File: config.mk
export PLATFORM = sky130hd
export DESIGN_NAME = router_out_arbiter
export DESIGN_NICKNAME = d
export VERILOG_FILES = /design/src/rtl/router_out_arbiter.sv
export SDC_FILE = /design/constraint.sdc
export NUM_CORES = 1
export LEC_CHECK = 0
export ABC_AREA = 1
export CAP_MARGIN = 20
export CELL_PAD_IN_SITES_DETAIL_PLACEMENT = 0
export CELL_PAD_IN_SITES_GLOBAL_PLACEMENT = 1
export CORE_ASPECT_RATIO = 1.2
export CORE_MARGIN = 5
export CORE_UTILIZATION = 33
export DETAILED_ROUTE_END_ITERATION = 10
export PLACE_DENSITY_LB_ADDON = 0.1
export REMOVE_ABC_BUFFERS = 1
export SYNTH_ARGS = -nofsm -noshare
export SYNTH_HDL_FRONTEND = slang
export SYNTH_SLANG_ARGS = --single-unit
File: constraint.sdc
create_clock -name clock -period 4.4 [get_ports clock]
set_input_delay 0.66 -clock clock [delete_from_list [all_inputs] [get_ports clock]]
set_output_delay 0.66 -clock clock [all_outputs]
set_load 0.03 [all_outputs]
File: src/rtl/router_out_arbiter.sv
// -----------------------------------------------------------------------------
// router_out_arbiter
//
// Output-port arbiter and forwarding stage for the 16-port serial router.
// Header decoders on the input ports raise req[i] when they hold a packet for
// this output. One requester is granted in round-robin order. The grant stays
// locked until the packet's last bit. The winner's din/valid_n/frame_n are
// forwarded onto dout/valido_n/frameo_n through one register stage.
//
// Optional feature: define ARB_TIMEOUT_EN to enable the transfer watchdog.
// With it, a transfer that runs MAX_XFER cycles without a last bit is
// force-closed and timeout pulses for one cycle. Without it, timeout is tied
// low and transfers are unbounded.
//
// Ports
//   clock      in   rising-edge clock
//   reset_n    in   asynchronous active-low reset
//   req        in   [NUM_IN] per-input request for this output
//   din        in   [NUM_IN] per-input serial data
//   valid_n    in   [NUM_IN] per-input data valid, active-low
//   frame_n    in   [NUM_IN] per-input frame, active-low, high on last bit
//   gnt        out  [NUM_IN] one-hot grant, zero when idle
//   dout       out  forwarded serial data
//   valido_n   out  forwarded valid, active-low
//   frameo_n   out  forwarded frame, active-low
//   busy_n     out  low while the output is owned
//   timeout    out  one-cycle pulse on a forced release
// -----------------------------------------------------------------------------
module router_out_arbiter #(
  parameter int NUM_IN   = 16,
  parameter int MAX_XFER = 1024
) (
  input  logic              clock,
  input  logic              reset_n,
  input  logic [NUM_IN-1:0] req,
  input  logic [NUM_IN-1:0] din,
  input  logic [NUM_IN-1:0] valid_n,
  input  logic [NUM_IN-1:0] frame_n,
  output logic [NUM_IN-1:0] gnt,
  output logic              dout,
  output logic              valido_n,
  output logic              frameo_n,
  output logic              busy_n,
  output logic              timeout
);

  // The rotating pointer is 4 bits wide, and the watchdog counter is 16 bits.
  if (NUM_IN < 2 || NUM_IN > 16 || MAX_XFER < 1 || MAX_XFER > 65535) begin : g_bad_params
    $error("router_out_arbiter: NUM_IN must be 2..16 and MAX_XFER 1..65535");
  end

  typedef enum logic {
    IDLE = 1'b0,
    XFER = 1'b1
  } state_t;

  state_t      state;
  // last is the most recently granted input. During XFER it is also the owner,
  // so it selects the forwarded input without a separate index register.
  logic [3:0]  last;
  logic [3:0]  win_idx;
  logic [3:0]  cand;
  logic        win_found;

`ifdef ARB_TIMEOUT_EN
  logic [15:0] xfer_cnt;
  logic        timeout_q;
  assign timeout = timeout_q;
`else
  assign timeout = 1'b0;
`endif

  // Round-robin pick: scan last+1, last+2, ... modulo NUM_IN and take the
  // first requester. The scan ends at last itself, so a lone requester is
  // re-granted right after its own release.
  // NOTE: every signal written here gets a default before the loop, so no
  // path leaves a value held and no latch is inferred.
  always_comb begin
    win_found = 1'b0;
    win_idx   = last;
    cand      = '0;
    for (int i = 1; i <= NUM_IN; i++) begin
      cand = 4'((int'(last) + i) % NUM_IN);
      if (!win_found && req[cand]) begin
        win_found = 1'b1;
        win_idx   = cand;
      end
    end
  end

  // NOTE: all state here uses non-blocking assignments. Every register then
  // sees the pre-edge values of the others, which gives the one-cycle
  // forwarding pipeline without races between always blocks.
  always_ff @(posedge clock or negedge reset_n) begin
    if (!reset_n) begin
      // An in-flight packet is dropped. No closing frame bit is emitted.
      state    <= IDLE;
      last     <= 4'(NUM_IN - 1);
      gnt      <= '0;
      dout     <= 1'b0;
      valido_n <= 1'b1;
      frameo_n <= 1'b1;
      busy_n   <= 1'b1;
`ifdef ARB_TIMEOUT_EN
      xfer_cnt  <= '0;
      timeout_q <= 1'b0;
`endif
    end else begin
`ifdef ARB_TIMEOUT_EN
      timeout_q <= 1'b0;
`endif
      case (state)
        IDLE: begin
          // This is also the gap cycle after a release. The last bit leaves
          // the output register here, and the next owner can be granted on
          // the same edge.
          dout     <= 1'b0;
          valido_n <= 1'b1;
          frameo_n <= 1'b1;
          if (win_found) begin
            state  <= XFER;
            gnt    <= {{(NUM_IN-1){1'b0}}, 1'b1} << win_idx;
            last   <= win_idx;
            busy_n <= 1'b0;
`ifdef ARB_TIMEOUT_EN
            xfer_cnt <= '0;
`endif
          end
        end

        XFER: begin
          // req is ignored here. The grant holds until the owner's last bit.
          dout     <= din[last];
          valido_n <= valid_n[last];
          frameo_n <= frame_n[last];
`ifdef ARB_TIMEOUT_EN
          xfer_cnt <= xfer_cnt + 16'd1;
`endif
          if (frame_n[last]) begin
            // The last bit is registered on the same edge that drops the grant.
            state  <= IDLE;
            gnt    <= '0;
            busy_n <= 1'b1;
          end
`ifdef ARB_TIMEOUT_EN
          else if (xfer_cnt == 16'(MAX_XFER - 1)) begin
            // Forced close. The output shows an idle frame in place of the
            // data bit. A genuine last bit on this edge would have won above.
            state     <= IDLE;
            gnt       <= '0;
            busy_n    <= 1'b1;
            dout      <= 1'b0;
            valido_n  <= 1'b1;
            frameo_n  <= 1'b1;
            timeout_q <= 1'b1;
          end
`endif
        end

        default: state <= IDLE;
      endcase
    end
  end

endmodule

== Word-level counts from Yosys, hierarchy flattened ==
Index checks and enable logic that the tools add are counted.
Widths: inputs -> output; s select.
Word-level totals
  register bits: 25
  bits of input ports: 66
  output and inout port bits: 21
  logic and storage cells: 158
Operators by class
  $add $sub $neg: 16
  $lt $le $gt $ge: 17
  equality and inequality tests: 2
  shift operators: 1
  multiplexer cells: 82
  bitwise gates (word level): 1
  reduce and logical (&&, ||, !) cells: 32
Operators by type and width (number)
  $lt 4x5->1 const B: 17
  $bmux 1 s4: 19
  $mux 4: 16
  $mux 1: 39
  $add 4x4->4 const B: 8
  $mux 16: 2
  $pmux 16 s2: 1
  $add 4x3->4 const B: 4
  $shl 1x4->16 const A: 1
  $logic_and 1x1->1: 15
  $logic_not 1->1: 15
  $pmux 1 s2: 5
  $add 4x1->4 const B: 2
  $add 4x2->4 const B: 2
  $reduce_and 2->1: 2
  $ne 2x1->1 const B: 1
  $ne 2x2->1 const B: 1
  $not 1->1: 1

== Depth between registers and ports, before layout ==
Gate-level depths: netlist of run 1.
  depth after elaboration: 52
  depth in mapped cells: 35
  gate-level depth less buffers: 31

== Worst setup path after synthesis of run 1 ==
OpenSTA, ideal clock, no wires.
  path type: register to register
  start: register last[0]
  end: register gnt[0]
  library setup time: 0.065 ns
  data arrival time: 3.968 ns
  required time: 4.335 ns
  slack: 0.367 ns
  cell stages (with the launch flop): 30
  path buffers: 6
  clock period less this slack: 4.033 ns
  cell sequence: dfstp_2 inv_2 buf_2 buf_2 clkbuf_1 clkbuf_1 ha_1 inv_1 buf_2 nand3_1 nand3_1 nand2_1 nand2_1 nand2_1 nor2_4 nand4_2 nor2_4 nand2_2 nor2_4 nand4_2 nor2_4 nand2_2 nor3_2 o211ai_1 nand2_4 nand2_2 clkinv_2 buf_6 nand2_1 nand2_1
On the way
  word-level cells in the longest chain between the ends: 52
  elaborated cells between the ends (all ways): 118
  those cells by class: add/sub: 16; eq/ne: 2; shift: 1; mux: 68; reduce/logical: 31
RTL lines
  from (decl): RTL line 60  | logic [3:0] last;
  from (signal assigned): RTL line 98  | last <= 4'(NUM_IN - 1);
  from (signal assigned): RTL line 123  | last <= win_idx;
  $add 4x1->4: RTL line 83  | cand = 4'((int'(last) + i) % NUM_IN);
  $bmux 1 s4: RTL line 84  | if (!win_found && req[cand]) begin
  $mux 1 (not written as such): RTL line 84
  $mux 1: RTL line 84
  $logic_not 1->1: RTL line 84
  $logic_and 1x1->1: RTL line 84
  $mux 1: RTL line 84
  $logic_not 1->1: RTL line 84
  [... 36 more ...]
  $logic_and 1x1->1: RTL line 84
  $mux 1: RTL line 84
  $logic_not 1->1: RTL line 84
  $logic_and 1x1->1: RTL line 84
  $mux 4: RTL line 84
  $shl 1x4->16: RTL line 122  | gnt <= {{(NUM_IN-1){1'b0}}, 1'b1} << win_idx;
  $mux 16: RTL line 120  | if (win_found) begin
  $pmux 16 s2: RTL line 112  | case (state)
  to (signal assigned): RTL line 122
  to (decl): RTL line 39  | output logic [NUM_IN-1:0] gnt,
Several ways; a longest one is shown, not always the timed one. The select of a mux whose other input is x is not followed.
A chain may end at the register's enable or synchronous reset.

== Final worst setup path of run 1 ==
  start: register last[2]
  end: register gnt[7]
The elaborated chain is that of the path after synthesis.

==> reports/qor.txt, run 1 <==
====================================================================================================
Full die area                                                                             12,200 µm²
H-tree depth                                                                                       1
Path type of the worst min-delay path                                                   register to register
Master of the slowest instance on the critical path                                     sky130_fd_sc_hd__dfstp_4
Post-Syn Area                                                                               3310 µm²
Std cell rows                                                                                     40
Worst-case clock skew                                                                     0.00293 ns
Critical path buffers and inverters                                                                4
CP Capture Type                                                                             register
Vias per cell                                                                                   4.87
Actual transition at the worst max-transition pin                                           0.558 ns
YS warnings                                                                                        0
Fin crit period                                                                              3.97 ns
Vias in the first global route                                                                 3,956
Vert. Die Dim                                                                                 120 µm
Global route overflow                                                                              0
Unrepaired setup endpoints after global routing                                                false
Initial core utilization                                                                       33.4%
Die Span X                                                                                    101 µm
Area share of the largest cell type after synthesis                                            27.0%
Number of max-slew violations in the final report                                                  0
Cts hold-fix bufs                                                                                  0
Number of hold violations in the final report                                                      0
Number of antenna diodes                                                                           0
Cell at the root of the clock tree                                                      sky130_fd_sc_hd__clkbuf_16
Number of vias after detailed routing                                                          3,927
DR DRC count                                                                                       0
Post-layout nets                                                                                 756
Average footprint of a synthesized cell                                                     5.52 µm²
Core area                                                                                   9910 µm²
Highest-count cells in the layout ignoring fill and taps                                238 x sky130_fd_sc_hd__nand2_1, 88 x sky130_fd_sc_hd__nand3_1, 85 x sky130_fd_sc_hd__clkdlybuf4s50_1, 60 x sky130_fd_sc_hd__nor2_1, 50 x sky130_fd_sc_hd__inv_1
Cells taking the most area after synthesis                                              sky130_fd_sc_hd__nand2_1 27%, sky130_fd_sc_hd__dfrtp_1 14%, sky130_fd_sc_hd__nand3_1 13%
First-pass GRT wire length                                                                   18.6 mm
Half-perimeter wire length after detailed placement                                          9.05 mm
First-pass iteration count of the detailed router                                                  5
Synth Instances                                                                                  600
Routed wire length                                                                           11.4 mm
Buffers added on ports                                                                            85
Total Routing Usage GR                                                                         18.8%
Sequential fraction of the synthesis area                                                      19.1%
Number of buffers created by CTS                                                                   3
Skew-Pair Late Insertion Delay                                                               0.25 ns
Setup-failing EPs final                                                                            0
Worst slew margin                                                                              62.4%
Library cell occupying the most area in the post-synthesis netlist                      sky130_fd_sc_hd__nand2_1
Area delta synth->final                                                                        33.2%
Largest stage delay on the critical path                                                     0.73 ns
Status                                                                                  finished clean
Maximum Capacitance Violations                                                                     0
Maximum clock rate                                                                         0.252 GHz
Number of placed I/O pins                                                                         87
Most prevalent standard cell on the critical path                                       sky130_fd_sc_hd__nand2_1
Post-route clock period utilization                                                            90.2%
Initial antenna violation count                                                                    0
#FFs+latches synth                                                                                25
Distinct cells, synth                                                                             35
Endpoint required time on the critical path                                                  4.60 ns
Proportion of layout cells with a drive suffix above 1                                         9.10%
Largest delay share family, worst path                                                  simple AND/OR/NAND/NOR gates
Total clock sinks                                                                                 25
Most common cell after layout, fill and taps aside                                      sky130_fd_sc_hd__nand2_1
TritonCTS clock tree                                                                           built
Routed wire per std cell                                                                     14.1 µm
CTS max path bufs                                                                                  2
Pin count of the biggest net entering global routing                                              49
Initial DRC Count                                                                                172
Data arrival time of the critical path                                                       4.16 ns
Cell-by-cell trace of the critical path                                                 clkinvlp_4 > ha_2 > inv_1 > nand3_1 > nand2_1 > nand2_1 > nand2_1 > inv_2 > nand4_2 > nor2_4 > nand2_2 > nor2_4 > nand4_2 > nor2_4 > nand2_2 > inv_1 > nand2_1 > nand2_1 > nand2_1 > o21ai_1 > nand3_1 > nor2_1 > nand2_1 > nand2_1
Number of antenna-violating nets in the routed design                                              0
Kind of critical path                                                                   register to register
Critical path fanouts, max                                                                        14
Setup tns final                                                                                 0 ns
Type of element launching the critical path                                                 register
Routability cong.                                                                              0.880
Clock-pin slew reported for the worst setup and hold paths after clock tree synthesis        0.06 ns
====================================================================================================
-- worst register-to-register path: stages, from the launching register on --
cell and delay, ns:
sky130_fd_sc_hd__dfstp_4 0.73, sky130_fd_sc_hd__clkinvlp_4 0.18, sky130_fd_sc_hd__ha_2 0.44, sky130_fd_sc_hd__inv_1 0.18, sky130_fd_sc_hd__nand3_1 0.13, sky130_fd_sc_hd__nand2_1 0.08
sky130_fd_sc_hd__nand2_1 0.09, sky130_fd_sc_hd__nand2_1 0.13, sky130_fd_sc_hd__inv_2 0.10, sky130_fd_sc_hd__nand4_2 0.14, sky130_fd_sc_hd__nor2_4 0.16, sky130_fd_sc_hd__nand2_2 0.08
sky130_fd_sc_hd__nor2_4 0.15, sky130_fd_sc_hd__nand4_2 0.12, sky130_fd_sc_hd__nor2_4 0.15, sky130_fd_sc_hd__nand2_2 0.11, sky130_fd_sc_hd__inv_1 0.13, sky130_fd_sc_hd__nand2_1 0.06
sky130_fd_sc_hd__nand2_1 0.11, sky130_fd_sc_hd__nand2_1 0.05, sky130_fd_sc_hd__o21ai_1 0.12, sky130_fd_sc_hd__nand3_1 0.12, sky130_fd_sc_hd__nor2_1 0.21, sky130_fd_sc_hd__nand2_1 0.09
sky130_fd_sc_hd__nand2_1 0.07
-- synth_stat cells (all sizes together) --
cell type and n:
conb 1, dfrtp 18, o22ai 12, o21ai 40, nand3 88, clkbuf 7, nor3 1, xor2 5
o211ai 1, inv 57, xnor2 1, nand2 250, clkinv 2, or2 1, buf 14, o21a 1
a21oi 10, a41oi 1, ha 8, nand4 7, nor2 68, dfstp 7
-- kinds of logic after synthesis --
family	after synthesis	synth area share, %
flops	25	19.1
fa+ha+maj	8	3.02
simple gates	415	54.4
buf+inv	80	10.5
compound gates	65	11.0
xor+xnor	6	1.81
other cells	1	0.113
-- metrics by stage --
step	hold WS, ns	util [%]	cell area (µm²)	std cells	setup WS (ns)
floorplan	0.364	-	3190	579	0.237
global placement	0.455	42.8	4240	796	0.0695
detailed placement	0.462	42.8	4240	796	0.0551
CTS	0.474	43.6	4320	800	0.0180
global route	0.504	44.5	4410	807	0.0211
finish	0.468	44.5	4410	807	0.431
-- final timing paths --
check,from,end,slack (ns),cells past startpoint
setup / recovery,last[2],gnt[7],0.43,24
hold / removal,busy_n,busy_n,0.47,2
setup reg to reg,last[2],gnt[7],0.43,24
hold reg to reg,busy_n,busy_n,0.47,2
max in group asynchronous,reset_n,last[1],3.12,2
min in group asynchronous,reset_n,gnt[7],0.74,1
-- timing repair --
item | CTS | global route
endpoints found under the setup margin | 0 | 21
resized for setup | 0 | 5
buffers inserted | 0 | 6
-- per-layer routing --
metal / up-vias / track usage (%) / routed length, µm
met5: - / 0 / 0
met4: 0 / 4.41 / 215
met3: 14 / 2.27 / 396
met2: 86 / 34.3 / 5820
met1: 1748 / 22.9 / 4950
li1: 2079 / - / -
-- area by class of cell --
cell class | instances | area, µm²
multi-input combinational | 495 | 2340
tap | 126 | 158
sequential | 25 | 638
clock buffer | 3 | 75.1
timing repair buffer | 98 | 968
clock inverter | 1 | 5.00
inverter | 59 | 230
fill | 1094 | 5500
-- flip-flops by register name, indices dropped and copies added, names as in the netlist --
name,cells
gnt,16
last,4
busy_n,1
dout,1
frameo_n,1
state,1
valido_n,1
Power of run 1 is not shown: default switching activity piles up to over one toggle a cycle in this logic, so the estimate is an artifact.
==> run 2, diff against run 1 <==
--- a/config.mk
+++ b/config.mk
@@ -7,13 +7,11 @@
 export LEC_CHECK = 0
 export ABC_AREA = 1
 export CAP_MARGIN = 20
-export CELL_PAD_IN_SITES_DETAIL_PLACEMENT = 0
-export CELL_PAD_IN_SITES_GLOBAL_PLACEMENT = 1
 export CORE_ASPECT_RATIO = 1.2
 export CORE_MARGIN = 5
-export CORE_UTILIZATION = 33
+export CORE_UTILIZATION = 50
 export DETAILED_ROUTE_END_ITERATION = 10
-export PLACE_DENSITY_LB_ADDON = 0.1
+export PLACE_DENSITY = 0.82
 export REMOVE_ABC_BUFFERS = 1
 export SYNTH_ARGS = -nofsm -noshare
 export SYNTH_HDL_FRONTEND = slang
==> run 2 against run 1 <==
Maximum frequency decreased by 1.1%; flip-flop and latch count is the same; final cell count decreased by 4.6%; setup slack got worse by 0.046 ns; non-clock buffer count grew 4; wire length down 4.0%; critical path type unchanged; largest cell class unchanged.
==> reports/qor.txt, run 2 (synthesis gave the netlist of run 1 again) <==
====================================================================================================
Number of placed I/O pins                                                                         87   unchanged
Routed wire per std cell                                                                     14.2 µm   was 14.1 µm
Path type of the worst min-delay path                                                   register to register   unchanged
Register ranked first by flip-flop count                                                         gnt   unchanged
Number of max-slew violations in the final report                                                  0   unchanged
Skew-Pair Late Insertion Delay                                                               0.27 ns   was 0.25 ns
Post-layout nets                                                                                 760   was 756
Post-route clock period utilization                                                            91.3%   was 90.2%
Number of flip-flops under the largest register name                                              16   unchanged
Die Span X                                                                                   84.3 µm   was 101 µm
Type of element launching the critical path                                                 register   unchanged
Vias per cell                                                                                   5.39   was 4.87
Core area                                                                                   6450 µm²   was 9910 µm²
Endpoint required time on the critical path                                                  4.62 ns   was 4.60 ns
Master of the slowest instance on the critical path                                     sky130_fd_sc_hd__dfstp_4   unchanged
Maximum clock rate                                                                         0.249 GHz   was 0.252 GHz
Setup tns final                                                                                 0 ns   unchanged
Largest stage delay on the critical path                                                     0.73 ns   about the same
First-pass iteration count of the detailed router                                                  6   was 5
Number of vias after detailed routing                                                          4,154   was 3,927
Routed met2 length                                                                           5.68 mm   was 5.82 mm
Number of antenna-violating nets in the routed design                                              0   unchanged
Routed wire length                                                                           10.9 mm   was 11.4 mm
Clock-pin slew reported for the worst setup and hold paths after clock tree synthesis        0.09 ns   was 0.06 ns
Highest-count cells in the layout ignoring fill and taps                                238 x sky130_fd_sc_hd__nand2_1, 88 x sky130_fd_sc_hd__nand3_1, 85 x sky130_fd_sc_hd__clkdlybuf4s50_1, 60 x sky130_fd_sc_hd__nor2_1, 49 x sky130_fd_sc_hd__inv_1   was 238 x sky130_fd_sc_hd__nand2_1, 88 x sky130_fd_sc_hd__nand3_1, 85 x sky130_fd_sc_hd__clkdlybuf4s50_1, 60 x sky130_fd_sc_hd__nor2_1, 50 x sky130_fd_sc_hd__inv_1
Setup-failing EPs final                                                                            0   unchanged
Worst reg2reg path startpoint                                                                last[1]   was last[2]
Full die area                                                                               8360 µm²   was 12,200 µm²
Met3 Wirelength                                                                               691 µm   was 396 µm
Number of antenna diodes                                                                           0   unchanged
Global route overflow                                                                              0   unchanged
DR DRC count                                                                                       0   unchanged
Worst-case clock skew                                                                     0.00830 ns   was 0.00293 ns
Number of filler cells placed in the layout                                                      604   was 1,094
Most prevalent standard cell on the critical path                                       sky130_fd_sc_hd__nand2_1   unchanged
Buffers added on ports                                                                            85   unchanged
Uppermost signal routing layer after detailed routing                                           met4   unchanged
Unrepaired setup endpoints after global routing                                                false   unchanged
Cell at the root of the clock tree                                                      sky130_fd_sc_hd__clkbuf_8   was sky130_fd_sc_hd__clkbuf_16
First-pass GRT wire length                                                                   17.7 mm   was 18.6 mm
Most common cell after layout, fill and taps aside                                      sky130_fd_sc_hd__nand2_1   unchanged
CTS max path bufs                                                                                  2   unchanged
Critical hold path startpoint                                                                 busy_n   unchanged
Status                                                                                  finished clean   unchanged
Total Routing Usage GR                                                                         25.3%   was 18.8%
Pin count of the biggest net entering global routing                                              49   unchanged
Std cell rows                                                                                     32   was 40
Half-perimeter wire length after detailed placement                                          8.38 mm   was 9.05 mm
Total clock sinks                                                                                 25   unchanged
CP Capture Type                                                                             register   unchanged
Fin crit period                                                                              4.02 ns   was 3.97 ns
Initial antenna violation count                                                                    0   unchanged
Number of buffers created by CTS                                                                   3   unchanged
Vias in the first global route                                                                 3,937   was 3,956
Footprint of the flip-flops and latches                                                      638 µm²   unchanged
Detailed-route wire length on metal 1                                                        4.19 mm   was 4.95 mm
Critical path fanouts, max                                                                        26   was 14
Crit path launch                                                                             last[1]   was last[2]
Initial core utilization                                                                       51.4%   was 33.4%
Data arrival time of the critical path                                                       4.23 ns   was 4.16 ns
Kind of critical path                                                                   register to register   unchanged
Maximum Capacitance Violations                                                                     0   unchanged
Total area of multi-input combinational cells                                               2350 µm²   was 2340 µm²
TritonCTS clock tree                                                                           built   unchanged
Proportion of layout cells with a drive suffix above 1                                         9.78%   was 9.10%
Area delta synth->final                                                                        31.9%   was 33.2%
Number of hold violations in the final report                                                      0   unchanged
Vert. Die Dim                                                                                99.2 µm   was 120 µm
Routability cong.                                                                               1.04   was 0.880
H-tree depth                                                                                       1   unchanged
Largest regs                                                                            gnt: 16 flops, last: 4 flops   unchanged
Initial DRC Count                                                                                328   was 172
====================================================================================================
run 2: cell count changes in the layout (fill, tap and decap cells not counted), sizes merged:
cell | before | now
inv | 55 | 54
clkinvlp | 2 | 3
buf | 13 | 17
run 2: path summary, 6_finish.rpt:
check	endpoint	slack (ns)	depth (start not counted)
worst max-delay path	gnt[7]	0.38	25
worst min-delay path	busy_n	0.48	2
worst max register to register	gnt[7]	0.38	25
worst min register to register	busy_n	0.48	2
max in group asynchronous	last[2]	3.29	2
min in group asynchronous	gnt[14]	0.63	1
run 2: cell type report:
type	instances	area share, %
clock buffers	3	0.945
clock inverters	1	0.115
inverters	59	5.35
multi-input cells	495	53.7
flip-flops and latches	25	14.6
well taps	85	2.43
repair buffers	102	22.8
run 2: stage by stage:
stage          cell area, µm²  hold slack (ns)  worst slack [ns]  utilization (%)  instances
2_1_floorplan            3190            0.364             0.237                -        579
3_3_place_gp             4180            0.458             0.253             64.9        754
3_5_place_dp             4180            0.463             0.169             64.9        754
4_1_cts                  4230            0.480             0.143             65.6        758
5_1_grt                  4370            0.494            0.0192             67.8        770
6_report                 4370            0.481             0.384             67.8        770
run 2: critical path, delay by kind of cell (launching register included):
family | cells | cell delay, ns
adder cells (fa/ha/maj) | 1 | 0.23
AND/OR/NAND/NOR | 16 | 1.66
flip-flops | 1 | 0.73
XOR/XNOR | 1 | 0.20
AO/OA/AOI/OAI | 3 | 0.57
buffers and inverters | 4 | 0.59
run 2: per-layer routing:
| metal | GRT usage [%] | up-vias |
|---|---|---|
| met5 | 0 | - |
| met4 | 8.79 | 0 |
| met3 | 3.31 | 38 |
| met2 | 48.1 | 184 |
| met1 | 28.6 | 1850 |
| li1 | - | 2082 |
run 2: what timing repair did:
item                       4_1_cts  5_1_grt
setup endpoints to repair        0       19
resized for setup                0        7
setup buffers                    0       11
hold buffers                     0        0
Power of run 2 is left out for the same reason.
==> run 3, diff against run 2 <==
--- a/config.mk
+++ b/config.mk
@@ -6,7 +6,6 @@
 export NUM_CORES = 1
 export LEC_CHECK = 0
 export ABC_AREA = 1
-export CAP_MARGIN = 20
 export CORE_ASPECT_RATIO = 1.2
 export CORE_MARGIN = 5
 export CORE_UTILIZATION = 50
==> run 3 against run 2 <==
Core utilization down 0.43 points; die area unchanged; flip-flop and latch count unchanged; clock skew increased by 0.00076 ns; clock-buffer cell count stayed put; critical path depth up 1; hold slack is essentially flat; via count decreased by 0.67%; final cell count down 0.13%; register-to-register slack better by 0.03 ns; maximum frequency up 0.65%.
==> reports/qor.txt, run 3 (synthesis gave the netlist of run 1 again) <==
====================================================================================================
Status                                                                                  finished clean   unchanged
Footprint of the flip-flops and latches                                                      638 µm²   unchanged
Path type of the worst min-delay path                                                   register to register   unchanged
Buffers added on ports                                                                            85   unchanged
Proportion of layout cells with a drive suffix above 1                                         9.65%   was 9.78%
Most common cell after layout, fill and taps aside                                      sky130_fd_sc_hd__nand2_1   unchanged
Number of antenna-violating nets in the routed design                                              0   unchanged
Number of hold violations in the final report                                                      0   unchanged
Number of antenna diodes                                                                           0   unchanged
CTS max path bufs                                                                                  2   unchanged
Vias in the first global route                                                                 3,937   unchanged
Actual transition at the worst max-transition pin                                            1.09 ns
Routability cong.                                                                               1.04   unchanged
Initial antenna violation count                                                                    0   unchanged
Number of placed I/O pins                                                                         87   unchanged
Routed wire per std cell                                                                     14.1 µm   was 14.2 µm
Area delta synth->final                                                                        31.1%   was 31.9%
Total area of multi-input combinational cells                                               2350 µm²   unchanged
DR DRC count                                                                                       0   unchanged
Setup-failing EPs final                                                                            0   unchanged
Number of max-slew violations in the final report                                                  0   unchanged
Post-route clock period utilization                                                            90.7%   was 91.3%
Routed wire length                                                                           10.8 mm   was 10.9 mm
Setup tns final                                                                                 0 ns   unchanged
Maximum clock rate                                                                         0.251 GHz   was 0.249 GHz
Half-perimeter wire length after detailed placement                                          8.38 mm   unchanged
Vert. Die Dim                                                                                99.2 µm   unchanged
Number of buffers created by CTS                                                                   3   unchanged
Post-layout nets                                                                                 759   was 760
Initial core utilization                                                                       51.4%   unchanged
Total clock sinks                                                                                 25   unchanged
Initial DRC Count                                                                                255   was 328
Unrepaired setup endpoints after global routing                                                false   unchanged
Clock-pin slew reported for the worst setup and hold paths after clock tree synthesis        0.09 ns   about the same
Total Routing Usage GR                                                                         25.3%   unchanged
Die Span X                                                                                   84.3 µm   unchanged
Highest-count cells in the layout ignoring fill and taps                                238 x sky130_fd_sc_hd__nand2_1, 88 x sky130_fd_sc_hd__nand3_1, 85 x sky130_fd_sc_hd__clkdlybuf4s50_1, 60 x sky130_fd_sc_hd__nor2_1, 49 x sky130_fd_sc_hd__inv_1   unchanged
Cell at the root of the clock tree                                                      sky130_fd_sc_hd__clkbuf_8   unchanged
H-tree depth                                                                                       1   unchanged
Largest regs                                                                            gnt: 16 flops, last: 4 flops   unchanged
Skew-Pair Late Insertion Delay                                                               0.27 ns   about the same
CP Capture Type                                                                             register   unchanged
Worst-case clock skew                                                                     0.00906 ns   was 0.00830 ns
Number of filler cells placed in the layout                                                      609   was 604
Full die area                                                                               8360 µm²   unchanged
Data arrival time of the critical path                                                       4.20 ns   was 4.23 ns
Kind of critical path                                                                   register to register   unchanged
Number of vias after detailed routing                                                          4,126   was 4,154
TritonCTS clock tree                                                                           built   unchanged
Register ranked first by flip-flop count                                                         gnt   unchanged
Endpoint required time on the critical path                                                  4.61 ns   was 4.62 ns
First-pass GRT wire length                                                                   17.7 mm   unchanged
Vias per cell                                                                                   5.37   was 5.39
Fin crit period                                                                              3.99 ns   was 4.02 ns
First-pass iteration count of the detailed router                                                  5   was 6
Core area                                                                                   6450 µm²   unchanged
Maximum Capacitance Violations                                                                     0   unchanged
Worst slew margin                                                                              27.4%
Std cell rows                                                                                     32   unchanged
Number of flip-flops under the largest register name                                              16   unchanged
Type of element launching the critical path                                                 register   unchanged
Global route overflow                                                                              0   unchanged
Critical path fanouts, max                                                                        14   was 26
Slack of the worst reg-to-reg path                                                           0.41 ns   was 0.38 ns
Pin count of the biggest net entering global routing                                              49   unchanged
====================================================================================================
## run 3: changes by cell type in the layout (fill, tap and decap cells not counted), sizes merged
cell	before	now
buf	17	16
## run 3: worst paths after layout
kind | start | to | cells after the start
max reg2reg | last[2] | gnt[6] | 26
max | last[2] | gnt[6] | 26
min reg2reg | busy_n | busy_n | 2
min | busy_n | busy_n | 2
max in group asynchronous | reset_n | dout | 1
min in group asynchronous | reset_n | gnt[1] | 1
## run 3: metrics by stage
step / setup WS, ns / utilization [%] / hold slack (ns) / std cells / instance area [µm²]
floorplan: 0.237 / - / 0.364 / 579 / 3190
global placement: 0.253 / 64.9 / 0.458 / 754 / 4180
detailed placement: 0.169 / 64.9 / 0.463 / 754 / 4180
CTS: 0.143 / 65.6 / 0.480 / 758 / 4230
global route: 0.0192 / 67.4 / 0.494 / 769 / 4340
finish: 0.410 / 67.4 / 0.481 / 769 / 4340
## run 3: final cells by class
class	instances	share of cell area, %
Clock buffer	3	0.951
Tap cell	85	2.45
Clock inverter	1	0.115
Sequential cell	25	14.7
Timing Repair Buffer	101	22.4
Inverter	59	5.39
Multi-Input combinational cell	495	54.0
## run 3: timing repair
item / CTS / global route
hold buffers: 0 / 0
setup buffers: 0 / 11
gates resized for setup: 0 / 7
setup endpoints to repair: 0 / 19
## run 3: routing by layer
metal	share of wire [%]	wire length [µm]	GRT usage, %
met1	39	4240	28.6
met3	5.8	633	3.31
met4	3.4	373	8.79
met5	0	0	0
met2	52	5600	48.1
## run 3: worst max-delay path, stage by stage (launching register included)
cell and delay, ns:
sky130_fd_sc_hd__dfstp_2 0.73, sky130_fd_sc_hd__clkinvlp_4 0.21, sky130_fd_sc_hd__buf_4 0.18, sky130_fd_sc_hd__ha_4 0.32
sky130_fd_sc_hd__clkinvlp_4 0.14, sky130_fd_sc_hd__nand3_1 0.10, sky130_fd_sc_hd__nand2_1 0.08, sky130_fd_sc_hd__nand2_1 0.08
sky130_fd_sc_hd__nand2_1 0.13, sky130_fd_sc_hd__inv_2 0.10, sky130_fd_sc_hd__nand4_2 0.15, sky130_fd_sc_hd__nor2_4 0.16
sky130_fd_sc_hd__nand2_2 0.08, sky130_fd_sc_hd__nor2_4 0.15, sky130_fd_sc_hd__nand4_1 0.17, sky130_fd_sc_hd__buf_4 0.20
sky130_fd_sc_hd__o21ai_0 0.08, sky130_fd_sc_hd__inv_1 0.06, sky130_fd_sc_hd__nand2_1 0.07, sky130_fd_sc_hd__nand2_1 0.05
sky130_fd_sc_hd__nand2_1 0.06, sky130_fd_sc_hd__nand2_1 0.05, sky130_fd_sc_hd__nand2_1 0.07, sky130_fd_sc_hd__nand2_2 0.08
sky130_fd_sc_hd__a21oi_4 0.26, sky130_fd_sc_hd__nand2_1 0.10, sky130_fd_sc_hd__nand2_1 0.08
Power of run 3 is left out for the same reason.
